===== config.mk =====
export PLATFORM = sky130hd
export DESIGN_NAME = vga_timing_generator
export DESIGN_NICKNAME = d
export VERILOG_FILES = /design/src/rtl/vga_timing_pkg.sv /design/src/rtl/timing_axis_counter.sv /design/src/rtl/vga_timing_generator.sv
export SDC_FILE = /design/constraint.sdc
export NUM_CORES = 1
export LEC_CHECK = 0
export CAP_MARGIN = 20
export CORE_AREA = 2 2 64 66
export CTS_CLUSTER_SIZE = 30
export DETAILED_ROUTE_END_ITERATION = 10
export DIE_AREA = 0 0 66 68
export PLACE_DENSITY = 0.78
export SYNTH_ARGS = -nofsm -noshare
export SYNTH_HDL_FRONTEND = slang
export SYNTH_SLANG_ARGS = --single-unit

===== constraint.sdc =====
create_clock -name clk -period 3.5 [get_ports clk]
set_input_delay 0.525 -clock clk [delete_from_list [all_inputs] [get_ports clk]]
set_output_delay 0.525 -clock clk [all_outputs]
set_load 0.03 [all_outputs]

===== src/rtl/vga_timing_pkg.sv =====
// Shared VGA timing constants and controller state encoding.
// Defaults describe 640x480 @ 60 Hz with an 800 x 525 raster.
package vga_timing_pkg;

    localparam int CNT_W     = 10;
    localparam int MAX_TOTAL = 1 << CNT_W;

    localparam int H_ACTIVE_DEF = 640;
    localparam int H_FP_DEF     = 16;
    localparam int H_SYNC_DEF   = 96;
    localparam int H_BP_DEF     = 48;
    localparam int H_TOTAL_DEF  = H_ACTIVE_DEF + H_FP_DEF + H_SYNC_DEF + H_BP_DEF;

    localparam int V_ACTIVE_DEF = 480;
    localparam int V_FP_DEF     = 10;
    localparam int V_SYNC_DEF   = 2;
    localparam int V_BP_DEF     = 33;
    localparam int V_TOTAL_DEF  = V_ACTIVE_DEF + V_FP_DEF + V_SYNC_DEF + V_BP_DEF;

    typedef enum logic {
        IDLE = 1'b0,
        RUN  = 1'b1
    } state_t;

endpackage


===== src/rtl/timing_axis_counter.sv =====
// One raster axis: wrapping position counter with terminal-count flag,
// registered active-low sync decode and a look-ahead active-window decode.
module timing_axis_counter
    import vga_timing_pkg::*;
#(
    parameter int ACTIVE = H_ACTIVE_DEF,
    parameter int FP     = H_FP_DEF,
    parameter int SYNC   = H_SYNC_DEF,
    parameter int BP     = H_BP_DEF
) (
    input  logic             clk,
    input  logic             rst_n,
    input  logic             start,
    input  logic             step,
    output logic [CNT_W-1:0] count,
    output logic             tc,
    output logic             sync,
    output logic             active_next
);

    localparam int TOTAL = ACTIVE + FP + SYNC + BP;

    if (TOTAL > MAX_TOTAL) begin : g_total_check
        $error("timing_axis_counter: axis total %0d exceeds %0d", TOTAL, MAX_TOTAL);
    end

    localparam logic [CNT_W-1:0] LAST    = 10'(TOTAL - 1);
    localparam logic [CNT_W:0]   ACT_END = 11'(ACTIVE);
    localparam logic [CNT_W:0]   SYNC_LO = 11'(ACTIVE + FP);
    localparam logic [CNT_W:0]   SYNC_HI = 11'(ACTIVE + FP + SYNC);

    logic [CNT_W-1:0] count_next;
    logic [CNT_W:0]   next_ext;
    logic             sync_next;

    always_comb begin
        tc = (count == LAST);
        count_next = count;
        if (start)
            count_next = '0;
        else if (step)
            count_next = tc ? '0 : count + 10'd1;
        next_ext    = {1'b0, count_next};
        // Decode the upcoming position so the registered outputs line up with count.
        active_next = (next_ext < ACT_END);
        sync_next   = !((next_ext >= SYNC_LO) && (next_ext < SYNC_HI));
    end

    always_ff @(posedge clk or negedge rst_n) begin
        if (!rst_n) begin
            count <= '0;
            sync  <= 1'b1;
        end else begin
            count <= count_next;
            sync  <= sync_next;
        end
    end

endmodule


===== src/rtl/vga_timing_generator.sv =====
// VGA raster timing: IDLE until the first enabled edge, then free-running
// x/y scan with registered sync, active and strobe outputs plus a frame counter.
module vga_timing_generator
    import vga_timing_pkg::*;
#(
    parameter int H_ACTIVE = H_ACTIVE_DEF,
    parameter int H_FP     = H_FP_DEF,
    parameter int H_SYNC   = H_SYNC_DEF,
    parameter int H_BP     = H_BP_DEF,
    parameter int V_ACTIVE = V_ACTIVE_DEF,
    parameter int V_FP     = V_FP_DEF,
    parameter int V_SYNC   = V_SYNC_DEF,
    parameter int V_BP     = V_BP_DEF
) (
    input  logic             clk,
    input  logic             rst_n,
    input  logic             ena,
    output logic [CNT_W-1:0] x,
    output logic [CNT_W-1:0] y,
    output logic             frame_active,
    output logic             hsync,
    output logic             vsync,
    output logic             line_start,
    output logic             frame_start,
    output logic [7:0]       frame_count
);

    state_t state;
    logic   start, adv, wrap;
    logic   h_tc, v_tc, h_act_nx, v_act_nx;

    assign start = (state == IDLE) && ena;
    assign adv   = (state == RUN) && ena;
    assign wrap  = adv && h_tc && v_tc;

    timing_axis_counter #(
        .ACTIVE(H_ACTIVE), .FP(H_FP), .SYNC(H_SYNC), .BP(H_BP)
    ) u_h_axis (
        .clk        (clk),
        .rst_n      (rst_n),
        .start      (start),
        .step       (adv),
        .count      (x),
        .tc         (h_tc),
        .sync       (hsync),
        .active_next(h_act_nx)
    );

    timing_axis_counter #(
        .ACTIVE(V_ACTIVE), .FP(V_FP), .SYNC(V_SYNC), .BP(V_BP)
    ) u_v_axis (
        .clk        (clk),
        .rst_n      (rst_n),
        .start      (start),
        .step       (adv && h_tc),
        .count      (y),
        .tc         (v_tc),
        .sync       (vsync),
        .active_next(v_act_nx)
    );

    always_ff @(posedge clk or negedge rst_n) begin
        if (!rst_n) begin
            state        <= IDLE;
            frame_active <= 1'b0;
            line_start   <= 1'b0;
            frame_start  <= 1'b0;
            frame_count  <= 8'd0;
        end else begin
            if (start)
                state <= RUN;
            line_start  <= start || (adv && h_tc);
            frame_start <= start || wrap;
            // frame_active holds through disabled cycles and stays low while idle.
            if (start || adv)
                frame_active <= h_act_nx && v_act_nx;
            if (wrap)
                frame_count <= frame_count + 8'd1;
        end
    end

endmodule


Yosys cells after proc, flatten, opt, wreduce, memory -nomap -nowiden:

Cells that the tools add are included.

* output and inout port bits: 33
* memories: 0
* memory bits (read-only): 0
* word-level logic and storage cells: 39
* bits in writable memories: 0
* latch bits: 0
* bits of input ports: 3
* bits in registers: 34

* equality and inequality tests: 2
* bitwise gates (word level): 1
* magnitude comparators: 6
* mux-type cells: 6
* $mul: 0
* reductions and logical operators: 12
* shift-type cells: 0
* add/subtract/negate cells: 3
* divide/modulo/power cells: 0

Operators by type and width (number)
* 2-to-1 mux 10 bit: 6
* adder 10 x 1 -> 10 bit, second input constant: 2
* == test 10 bit, second input constant: 2
* < comparator 10 bit, second input constant: 2
* < comparator 10 x 9 -> 1 bit, second input constant: 2
* greater-or-equal comparator 10 bit, second input constant: 1
* greater-or-equal comparator 10 x 9 -> 1 bit, second input constant: 1
* adder 8 x 1 -> 8 bit, second input constant: 1
* logical AND 1 bit: 7
* logical OR 1 bit: 3
* logical NOT 1 bit: 2
* NOT 1 bit: 1

Logic depth before layout (Yosys ltp):

Gate-level depths: netlist (run 1).

* word-level depth: 7
* mapped depth: 10

Cells and area by module:

A second synthesis (run 1) with hierarchy kept.

* cells, all modules: 184
* area total of the unflattened synthesis: 1888.1 um2

By module, submodules not included
* timing_axis_counter (u_v_axis): sequential area each 276.5 um2, area each 709.4 um2, cells an instance 72, times used 1
* timing_axis_counter (u_h_axis): sequential area each 276.5 um2, area each 639.4 um2, cells an instance 66, times used 1
* vga_timing_generator: sequential area each 300.3 um2, area each 539.3 um2, cells an instance 46, times used 1

Least setup slack after synthesis (run 1):

Ideal clock, no wire load.

* kind: register to register
* from: register u_h_axis.count[0]
* to: register u_v_axis.sync
* stages on the path, launching flop included: 10
* library setup time: 0.094 ns
* required time: 3.406 ns
* buffers on the path: 2
* data arrival time: 2.555 ns
* slack: 0.851 ns
* clock period less this slack: 2.649 ns
* cells stage by stage: dfrtp_1 ha_1 nand3_1 nor4_4 and2_1 buf_2 or2_2 clkbuf_1 or2_2 or4_1

* longest elaborated chain between the ends: 7

RTL lines
* start: declaration: line timing_axis_counter.sv:15 `output logic [CNT_W-1:0] count,`
* start signal: assignment: line timing_axis_counter.sv:54 `count <= count_next;`
* == test 10 bit *: line timing_axis_counter.sv:37 `tc = (count == LAST);`
* logical AND 1 bit *: line vga_timing_generator.sv:55 `.step (adv && h_tc),`
* 2-to-1 mux 10 bit *: line timing_axis_counter.sv:41 `else if (step)`
* 2-to-1 mux 10 bit *: line timing_axis_counter.sv:39 `if (start)`
* greater-or-equal comparator 10 x 9 -> 1 bit / < comparator 10 x 9 -> 1 bit (equally long branches): line timing_axis_counter.sv:46 `sync_next = !((next_ext >= SYNC_LO) && (next_ext < SYNC_HI));`
* logical AND 1 bit *: line timing_axis_counter.sv:46
* logical NOT 1 bit *: line timing_axis_counter.sv:46
* net u_v_axis.sync_next: line timing_axis_counter.sv:34 `logic sync_next;`
* end signal: assignment: line timing_axis_counter.sv:55 `sync <= sync_next;`
* end: declaration: line timing_axis_counter.sv:17 `output logic sync,`

Mark *: on every way through the listed nets, which the timed path passes. The rest lies on a longest branch.
A chain may end at the register's enable or synchronous reset.

Final worst setup path (run 1):

* from: register u_h_axis.count[7]
* to: register u_v_axis.sync

Same word-level chain as after synthesis.

==> summary.txt, run 1 <==
Cells along the critical path = or4b_4, nor4_4, o31ai_1, o21ai_0, nand4b_1, or4_1
Synth area leader = dfrtp_1
Sequential Power Share = 45.2%
Pre-CTS WS = 0.5922 ns
Grt met1 use = 25.53%
P&R area growth vs syn = 26.33%
CP Data Arrival Time = 2.89 ns
Highest-delay cell along the critical path = or4b_4
Logic gate share of total power = 26.5%
Skew final = 0.004096 ns
Reg2reg path depth = 6
# rows = 23
Period Utilization, post-route = 76.78%
Buf/Inv on CP = 0
DRT Pass-1 Iters = 4
Slew @ Worst Pin = 0.5938 ns
Register area share after synthesis = 46.39%
WS Path Type = reg -> reg
Leak = 0.0009843 uW
Gpl congestion = 0.8609
Worst hold path startpoint = frame_count[7]
Detailed Route Iter0 Violations = 105
Die W = 66 um
Initial antenna violation count = 0
Worst-skew pair later-pin latency = 0.28 ns
Yosys top cell area share = 43.54%
Vias in the first global route = 1467
Hold path depth = 1
Top_reg_cell synth = dfrtp_1
Sum Neg Setup Slack = 0 ns
Setup repair bufs after CTS = 0
CP delay by family, top = simple AND/OR/NAND/NOR gates
RSZ-0062 raised after global routing = false
Die H = 68 um
P_sw = 347.8 uW
Max-Slew Margin vs Limit = 60.11%
Synth Instances = 192
Share of layout cells above drive strength 1 = 10.82%
CP required = 3.70 ns
PortBufs = 35
Peak supply drop = 0.1837 mV
Sw frac = 33.04%
Nets = 237
Htree depth = 2
Io pins = 36
Clock buffer count from CTS = 5
Diodes inserted = 0
Yosys cell types = 40
Net count after synthesis = 199
GR Overflow Total = 0
Residual DRC count = 0
Crit. Startpoint = u_h_axis.count[7]
Initial Util = 47.70%
WL final = 4014 um
CP max stage delay = 0.57 ns
Reg-to-reg setup timing slack = 0.81 ns
Total die area = 4488 sq um
CP endpoint kind = register
Hold-fix buffers at CTS = 0
MaxCap Viol Count = 0
Core area = 3856 sq um
Post-cts repair resize count = 0
Clock Path Buffers = 2
HP Class = reg -> reg
Worst Setup Start Kind = register
GRT busiest layer = met2
DR vias = 1534
GR Util met3 = 5.099%
Synth top area cells = dfrtp_1 (44%), xnor2_1 (4.8%), nor2_1 (4.5%)
Crit-path max FO = 9
Final Hold Viols = 0
Tot GR Track Use = 19.69%
Ys Warns = 0
Ys async rst share = 100.0%
Syn Area/Cell = 9.580 sq um
First-pass GRT wire length = 6630 um
Syn Std Cell Area = 1839 sq um
Worst flop-to-flop path startpoint = u_h_axis.count[7]
Min Tclk post-route = 2.687 ns
DP Wirelength = 2836 um
DR vias/cell = 5.459
Clk pwr share = 28.3%
Clock-pin slew on the worst setup and hold paths = 0.07 ns
Final setup fails = 0
Final Slew Violations = 0
Drt wl/cell = 14.28 um
Power per cell area = 453.1 nW/um^2
Pint = 704.8 uW
Hold endpoint = frame_count[7]
Root Buffer = clkbuf_8
TritonCTS clock tree = yes
Fmax achieved = 0.3721 GHz
ANT nets after route = 0
Met2 Use GR = 31.69%
Total Power = 1053 uW
Fin Hold WS = 0.4673 ns
Synth Register Bits = 34
Final worst-path setup slack = 0.8126 ns
CTS Sinks = 34
Largest net degree at the start of global routing = 35
FF-to-FF End = u_v_axis.sync
Outcome = completed
Number of synthesized flops with an enable pin = 0
[power by group through the flow]
stage          clock network (uW)  logic, uW  registers (uW)
6_report                      298        279             476
5_1_grt                       323        299             482
4_1_cts                       307        281             476
3_5_place_dp                    0        280             483
3_3_place_gp                    0        275             480
2_1_floorplan                   0        112             541
[kinds of logic (layout without fill, tap and decap cells)]
family,after synthesis,in the layout,share of synthesized area (%)
multiplexers,3,3,1.769
flip-flops,34,34,46.39
AND/OR/NAND/NOR,92,92,27.75
adder cells (fa/ha/maj),4,4,2.721
buffers and inverters,19,58,4.761
XOR/XNOR,19,19,9.048
AO/OA/AOI/OAI,21,21,7.550
[flip-flops by register name, summed over array words and instances, names as in the netlist]
signal and count:
u_v_axis.sync 1, frame_count 8, u_v_axis.count 10, line_start 1
u_h_axis.sync 1, u_h_axis.count 10, state 1, frame_start 1
frame_active 1
[area by class of cell]
cell class / count / area (sq um)
inverters: 12 / 45.04
repair buffers: 38 / 372.9
fillers: 343 / 1533
clock inverters: 1 / 5.005
flip-flops and latches: 34 / 853.3
well taps: 50 / 62.56
clock buffers: 7 / 86.33
multi-input cells: 139 / 898.4
[cell usage after synthesis, types with 2 or more instances]
cell	instances
ha_1	4
nand4_1	10
xnor2_1	10
mux2_2	2
nand2b_1	2
nand2_1	17
dfstp_2	2
o22ai_1	2
nor2b_1	2
or4_1	3
clkbuf_1	4
o31ai_1	2
nand3_1	14
and3_1	2
nor3_1	5
dfrtp_1	32
and2_1	2
a21oi_1	3
or2_2	4
inv_1	11
o211ai_1	2
nor2_1	22
nor4_4	2
o21ai_0	8
buf_6	2
xor2_1	9
[layer usage]
metal / wire (um) / part of all wire (%)
met1: 1845 / 46
met2: 1908 / 48
met3: 202 / 5.0
met4: 57 / 1.4
met5: 0 / 0
[placed cells by master (no fill, tap or decap), drive strengths merged, types with 5 or more instances in the layout]
cell / n
clkdlybuf4s50: 35
dfrtp: 32
nor2: 22
nand2: 17
nand3: 14
inv: 12
nand4: 10
xnor2: 10
xor2: 9
o21ai: 8
clkbuf: 7
nor3: 5
[through the flow]
stage	instances	util, %	area, sq um
after floorplan	192	-	1839
after global placement	273	57.88	2232
after detailed placement	273	57.88	2232
after CTS	281	60.25	2323
after global routing	281	60.25	2323
final	281	60.25	2323
[how the worst max path moves through the flow]
stage                                to  slack, ns  cells after the start
after floorplan           u_v_axis.sync       0.85                      9
after global placement    u_v_axis.sync       0.67                      8
after detailed placement  u_v_axis.sync       0.59                      8
after CTS                 u_v_axis.sync       0.83                      7
after global routing      u_v_axis.sync       0.60                      6
final                     u_v_axis.sync       0.81                      6
No activity file was read; power rests on OpenSTA's default activity.
==> run 2, diff against run 1 <==
Settings changed: CORE_AREA 2 2 64 66 to 2 2 67 69, DIE_AREA 0 0 66 68 to 0 0 69 71, PLACE_DENSITY 0.78 to 0.75.
Clock period 3.5 ns to 2.3 ns, I/O delays scaled along.
==> run 2 against run 1 <==
  * The flow now finishes with violations (negative setup slack)
  * Non-clock buffer count is 44 higher
  * Core utilization is 4.9 points higher
  * Critical path depth is 3 higher
  * Clock-buffer cell count is the same
  * Design area rose by 18%
  * Routed wire length increased by 17%
  * Total power grew 59%
==> summary.txt, run 2 (synthesis results as in run 1) <==
Htree depth = 2 (unchanged)
DP Wirelength = 3272 um (was 2836 um)
Total die area = 4899 sq um (was 4488 sq um)
Largest net degree at the start of global routing = 35 (unchanged)
DR vias = 1731 (was 1534)
P&R area growth vs syn = 48.91% (was 26.33%)
Hold-fix buffers at CTS = 0 (unchanged)
Diodes inserted = 0 (unchanged)
Pint = 1137 uW (was 704.8 uW)
Period Utilization, post-route = 108.4% (was 76.78%)
Clk pwr share = 26.0% (was 28.3%)
Final worst-path setup slack = -0.1943 ns (was 0.8126 ns)
Outcome = complete, but fails checks (was completed)
HP Class = in -> async (was reg -> reg)
Fmax achieved = 0.4009 GHz (was 0.3721 GHz)
Nets = 281 (was 237)
CP delay by family, top = simple AND/OR/NAND/NOR gates (unchanged)
Violated checks = negative setup slack
Core Util, Final = 65.15% (was 60.25%)
Max-Slew Margin vs Limit = 71.95% (was 60.11%)
Share of layout cells above drive strength 1 = 30.66% (was 10.82%)
Highest-delay cell along the critical path = or4_4 (was or4b_4)
ANT nets after route = 0 (unchanged)
Fin Hold WS = 0.4649 ns (was 0.4673 ns)
Final setup fails = 2 (was 0)
PortBufs = 35 (unchanged)
RSZ-0062 raised after global routing = true (was false)
Final Hold Viols = 0 (unchanged)
Final Slew Violations = 0 (unchanged)
Reg2reg path depth = 9 (was 6)
Cells along the critical path = inv_2, ha_4, nand2b_1, or4_4, o31ai_4, buf_4, o221a_4, inv_2, or4_4 (was or4b_4, nor4_4, o31ai_1, o21ai_0, nand4b_1, or4_1)
CTS Sinks = 34 (unchanged)
CP required = 2.49 ns (was 3.70 ns)
WS Path Type = reg -> reg (unchanged)
Most frequent cells in the layout = buf_4 (45), clkdlybuf4s50_1 (35), dfrtp_1 (28), nor2_1 (21), nand2_1 (17) (was clkdlybuf4s50_1 (35), dfrtp_1 (32), nor2_1 (22), nand2_1 (17), nand3_1 (14))
Peak supply drop = 0.3038 mV (was 0.1837 mV)
Total Power = 1676 uW (was 1053 uW)
Most common cell after layout, fill and taps aside = buf_4 (was clkdlybuf4s50_1)
Io pins = 36 (unchanged)
Sw frac = 32.16% (was 33.04%)
CP Data Arrival Time = 2.69 ns (was 2.89 ns)
Top Registers = u_h_axis.count (10), u_v_axis.count (10), frame_count (8) (unchanged)
First-pass GRT wire length = 7320 um (was 6630 um)
Crit-path max FO = 4 (was 9)
Drt wl/cell = 14.36 um (was 14.28 um)
# rows = 24 (was 23)
Initial antenna violation count = 0 (unchanged)
Residual DRC count = 0 (unchanged)
Clock Path Buffers = 2 (unchanged)
Logic gate share of total power = 32.9% (was 26.5%)
Sequential Power Share = 41.2% (was 45.2%)
Die H = 71 um (was 68 um)
Detailed Route Iter0 Violations = 162 (was 105)
Worst-skew pair later-pin latency = 0.28 ns (about the same)
DR vias/cell = 5.310 (was 5.459)
Worst Setup Start Kind = register (unchanged)
DRT Pass-1 Iters = 4 (unchanged)
Tot GR Track Use = 18.55% (was 19.69%)
Min Tclk post-route = 2.494 ns (was 2.687 ns)
Slew @ Worst Pin = 0.4207 ns (was 0.5938 ns)
Vias in the first global route = 1628 (was 1467)
P_sw = 539.1 uW (was 347.8 uW)
TritonCTS clock tree = yes (unchanged)
Leak = 0.001214 uW (was 0.0009843 uW)
CP endpoint kind = register (unchanged)
Buf/Inv on CP = 3 (was 0)
Skew final = 0.009147 ns (was 0.004096 ns)
Initial Util = 43.75% (was 47.70%)
Die W = 69 um (was 66 um)
Gpl congestion = 0.8651 (was 0.8609)
GR Overflow Total = 0 (unchanged)
Power per cell area = 612.0 nW/um^2 (was 453.1 nW/um^2)
WL final = 4682 um (was 4014 um)
CP max stage delay = 0.53 ns (was 0.57 ns)
Sum Neg Setup Slack = -0.2897 ns (was 0 ns)
MaxCap Viol Count = 0 (unchanged)
CP Depth = 9 (was 6)
Root Buffer = clkbuf_8 (unchanged)
Placed insts = 313 (was 273)
Clock buffer count from CTS = 5 (unchanged)
Finished Layout Cells = 326 (was 281)
Clock-pin slew on the worst setup and hold paths = 0.06 ns (was 0.07 ns)
Core area = 4204 sq um (was 3856 sq um)
[run 2: metrics by stage]
step           worst slack, ns  cell area [sq um]
3_5_place_dp           -0.2984               2530
2_1_floorplan          -0.2502               1849
3_3_place_gp           -0.1655               2530
5_1_grt                -0.2772               2739
4_1_cts                -0.1282               2649
6_report               -0.1943               2739
[run 2: what timing repair did]
item                                    CTS  global route
gates resized for setup                   3            15
pin swaps                                 1             6
endpoints found under the setup margin    2             3
buffers inserted                          2             4
[run 2: worst paths after layout]
kind | slack [ns] | from | to
setup / recovery | -0.19 | u_v_axis.count[0] | u_v_axis.sync
hold / removal | 0.46 | rst_n | frame_start
setup reg to reg | -0.19 | u_v_axis.count[0] | u_v_axis.sync
hold reg to reg | 0.47 | frame_count[7] | frame_count[7]
max in group asynchronous | 1.49 | rst_n | u_h_axis.sync
min in group clk | 0.47 | frame_count[7] | frame_count[7]
[run 2: power by group through the flow]
stage | logic (uW) | registers, uW | clock network, uW
after global placement | 522 | 700 | 0
after CTS | 538 | 690 | 449
after detailed placement | 536 | 701 | 0
final | 551 | 690 | 435
after floorplan | 172 | 829 | 0
after global routing | 595 | 698 | 467
[run 2: final cells by class]
type                            instances  area, sq um
Sequential cell                        34        858.3
Fill cell                             369         1465
Inverter                               12        45.04
Tap cell                               52        65.06
Timing Repair Buffer                   82        710.7
Multi-Input combinational cell        139        973.4
Clock buffer                            7        86.33
[run 2: routing by layer]
metal  wire (um)  part of all wire (%)  up-vias  track usage (%)
met5           0                     0        -                0
met4          91                   1.9        0            4.575
met3         199                   4.3       12            4.131
met2        2414                    52       44            32.16
met1        1978                    42      846            23.72
li1            -                     -      829                -
==> patch 1: new RTL, flow settings as in run 2 <==
Compare `count` against `LAST` with >= in place of ==.
--- a/src/rtl/timing_axis_counter.sv
+++ b/src/rtl/timing_axis_counter.sv
@@ -34,7 +34,7 @@
     logic             sync_next;
 
     always_comb begin
-        tc = (count == LAST);
+        tc = (count >= LAST);
         count_next = count;
         if (start)
             count_next = '0;
Check against the original RTL: same outputs for any inputs over 10 cycles, from zero or initial values and one cycle with rst_n low; that may be too few to reach the edited logic, so the function may still have changed.
==> patch 1 against run 2 <==
- area after synthesis down 3.6%
- power shrank 6.0%
- sequential cell count unchanged
- count of clock-buffer cells in the layout decreased by 1
- design area shrank 13%
- highest routed layer unchanged
- critical endpoint unchanged
- worst setup slack better by 0.36 ns
- die area did not move
- via count shrank 16%
- wire length is 22% lower
==> patch 1: results <==
status:
  status: "complete, no violations"
synthesis:
  yosys-mux-area-fraction_pct: 1.20
  synth-seq-area-share_pct: 48.1
  synth-xor-area-share_pct: 10.9
  synth_compound_area_share_pct: 10.3
  synth_cell_types: 44
  synth_common_cells: "dfrtp_1 (32), nor2_1 (23), xnor2_1 (17)"
  synth_area_leaders: "dfrtp_1 (45%), xnor2_1 (8.4%), nor2_1 (4.9%), nand4_1 (3.2%), dfstp_2 (3.0%)"
  syn_nets: 179
  synthAdderAreaFrac_pct: 2.82
route:
  wl_met1_um: 1630
  vias_per_cell: 5.21
  route.met3.wl_um: 156
  drt_iter0_drc: 53
  wl_met2_um: 1790
  wire_per_inst_um: 13.1
critical_path:
  timing.rr.start: "u_v_axis.count[8]$_DFF_PN0_"
  cp_max_fo: 5
  r2r_cells: 7
  crit_arrival_ns: 2.35
  r2r_slack_ns: 0.16
final_layout:
  drive_above_1_share_pct: 16.8
  nNetsFinal: 232
  fillers: 383
clock_network:
  clkLatencyLatePin_ns: 0.30
power:
  power.leakage_nw: 1.02
  p_sw_mw: 0.512
  vdd_drop_max_uv: 360
global_route:
  grt_usage_pct: 16.1
placed_design:
  dp_hpwl_um: 2660
timing:
  hold_ws_ns: 0.447
  worst_pin_slew_ns: 0.658
-- patch 1: changes by cell type after synthesis, sizes merged, moves of 3 or more --
| cell | delta |
|---|---|
| clkbuf | -3 |
| and3 | +4 |
| inv | -7 |
| or2 | -3 |
| xor2 | -4 |
| and4 | +3 |
| nor4 | -3 |
| a21oi | +4 |
| nand3 | -8 |
| nand2 | -6 |
| xnor2 | +7 |
-- patch 1: critical path: stages (launching register included) --
cell	delay (ns)
dfrtp_1	0.43
or4_4	0.58
o31ai_4	0.30
o21ai_2	0.09
a21oi_1	0.22
and4_1	0.24
buf_4	0.12
nand4_1	0.08
-- patch 1: logic make-up (layout without fill, tap and decap cells) --
kind of cell	Yosys count	in the layout
flip-flops	34	34
XOR/XNOR	22	22
AO/OA/AOI/OAI	24	24
AND/OR/NAND/NOR	75	75
buffers and inverters	11	65
adder cells (fa/ha/maj)	4	4
multiplexers	2	2
-- patch 1: per-stage QoR --
| step | util [%] | instances | setup slack [ns] | power, mW |
|---|---|---|---|---|
| 2_1_floorplan | - | 172 | 0.175 | 0.942 |
| 3_3_place_gp | 54.1 | 270 | 0.0433 | 1.11 |
| 3_5_place_dp | 54.1 | 270 | 0.0183 | 1.12 |
| 4_1_cts | 56.3 | 278 | 0.163 | 1.59 |
| 5_1_grt | 56.6 | 278 | 0.0235 | 1.65 |
| 6_report | 56.6 | 278 | 0.162 | 1.58 |
-- patch 1: area by class of cell --
type | count | area share [%]
repair buffers | 52 | 20.1
well taps | 52 | 2.73
inverters | 5 | 0.788
clock buffers | 6 | 3.47
flip-flops and latches | 34 | 35.8
multi-input cells | 127 | 36.6
clock inverters | 2 | 0.525
-- patch 1: power by group through the flow --
stage | Clock (mW) | Combinational, mW | Sequential (mW)
floorplan | 0 | 0.146 | 0.796
global placement | 0 | 0.393 | 0.716
detailed placement | 0 | 0.402 | 0.718
CTS | 0.476 | 0.402 | 0.707
global route | 0.507 | 0.433 | 0.713
finish | 0.466 | 0.402 | 0.707
-- patch 1: worst max path at each step --
stage | endpoint | cells after the start
after global routing | u_v_axis.sync$_DFF_PN1_ | 8
after CTS | frame_active$_DFFE_PN0P_ | 7
after floorplan | frame_active$_DFFE_PN0P_ | 7
after detailed placement | frame_active$_DFFE_PN0P_ | 7
after global placement | frame_active$_DFFE_PN0P_ | 7
final | u_v_axis.sync$_DFF_PN1_ | 7
-- patch 1: metal layers --
layer  GRT usage (%)  vias up
li1                -      711
met1            20.1      704
met4            7.63        0
met3            4.56        5
met5               0        -
met2            26.0       29
==> patch 2: new RTL, config.mk and constraints of run 2 <==
Without the edit above. `CNT_W`: 10 -> 11.
--- a/src/rtl/vga_timing_pkg.sv
+++ b/src/rtl/vga_timing_pkg.sv
@@ -2,7 +2,7 @@
 // Defaults describe 640x480 @ 60 Hz with an 800 x 525 raster.
 package vga_timing_pkg;
 
-    localparam int CNT_W     = 10;
+    localparam int CNT_W     = 11;
     localparam int MAX_TOTAL = 1 << CNT_W;
 
     localparam int H_ACTIVE_DEF = 640;
Interface: changed (resized x and y); port bits go from 36 to 38. No check against the original RTL was run, so the function may have changed too.
==> patch 2 against run 2 <==
- design area up 5.1%
- die area unchanged
- count of clock-buffer cells in the layout down 1
- power up 11%
- core utilization up 3.3 points
- via count up 15%
- wire length up 9.6%
- critical endpoint unchanged
- combinational power up 12%
- worst setup slack better by 0.30 ns
- area after synthesis up 16%
- sequential cell count up 2
- critical path type unchanged
==> patch 2: results <==
final_layout:
  reg_top3: "u_h_axis.count: 11 flops, u_v_axis.count: 11 flops, frame_count: 8 flops"
  nNonClkBuffers: 76
  clk_share_pct: 3.22
  multi_input_area_um2: 1110
  buffer_area_share_pct: 23.0
  nNetsFinal: 303
  regArea_um2: 905
  fillers: 340
synthesis:
  synth-seq-area-share_pct: 42.4
  synth-xor-area-share_pct: 7.81
  synth_compound_area_share_pct: 14.1
  synth_area_leaders: "dfrtp_1 (40%), nand2_1 (4.2%), xnor2_1 (4.1%), o21ai_0 (4.0%), xor2_1 (3.7%)"
global_route:
  grt_pass1_wl_um: 8850
  grt_use_met3_pct: 5.41
  grt_util_met2_pct: 36.9
  grt_usage_pct: 22.4
placed_design:
  pre_cts_slack_ns: -0.0984
  port_buffers: 37
  gp_congestion: 0.913
  dp_hpwl_um: 3800
timing:
  max_slew_margin_pct: 69.3
  fin_skew_ns: 0.00384
critical_path:
  cp_max_fo: 6
power:
  pwr-share-comb_pct: 33.2
  intPower_mw: 1.21
  vdd_drop_max_uv: 513
route:
  vias_per_cell: 5.68
status:
  status: "complete, no violations"
clock_network:
  post_cts_resized: 0
==> patch 2: path summary, 6_finish.rpt <==
| check | start | endpoint | slack (ns) | cells after the start |
|---|---|---|---|---|
| min | rst_n | u_v_axis.count[1]$_DFF_PN0_ | 0.47 | 2 |
| max | u_v_axis.count[4]$_DFF_PN0_ | u_v_axis.sync$_DFF_PN1_ | 0.10 | 6 |
| min in group clk | frame_count[7]$_DFFE_PN0P_ | frame_count[7]$_DFFE_PN0P_ | 0.48 | 1 |
| min reg2reg | frame_count[7]$_DFFE_PN0P_ | frame_count[7]$_DFFE_PN0P_ | 0.48 | 1 |
| max reg2reg | u_v_axis.count[4]$_DFF_PN0_ | u_v_axis.sync$_DFF_PN1_ | 0.10 | 6 |
| max in group asynchronous | rst_n | u_h_axis.sync$_DFF_PN1_ | 1.48 | 2 |
==> patch 2: routing by layer <==
metal  routed length, um  up-vias  part of all wire, %
li1                    -      949                    -
met1                2230      947                   43
met2                2480       70                   48
met3                 299       17                  5.8
met4                 125        0                  2.4
met5                   0        -                    0
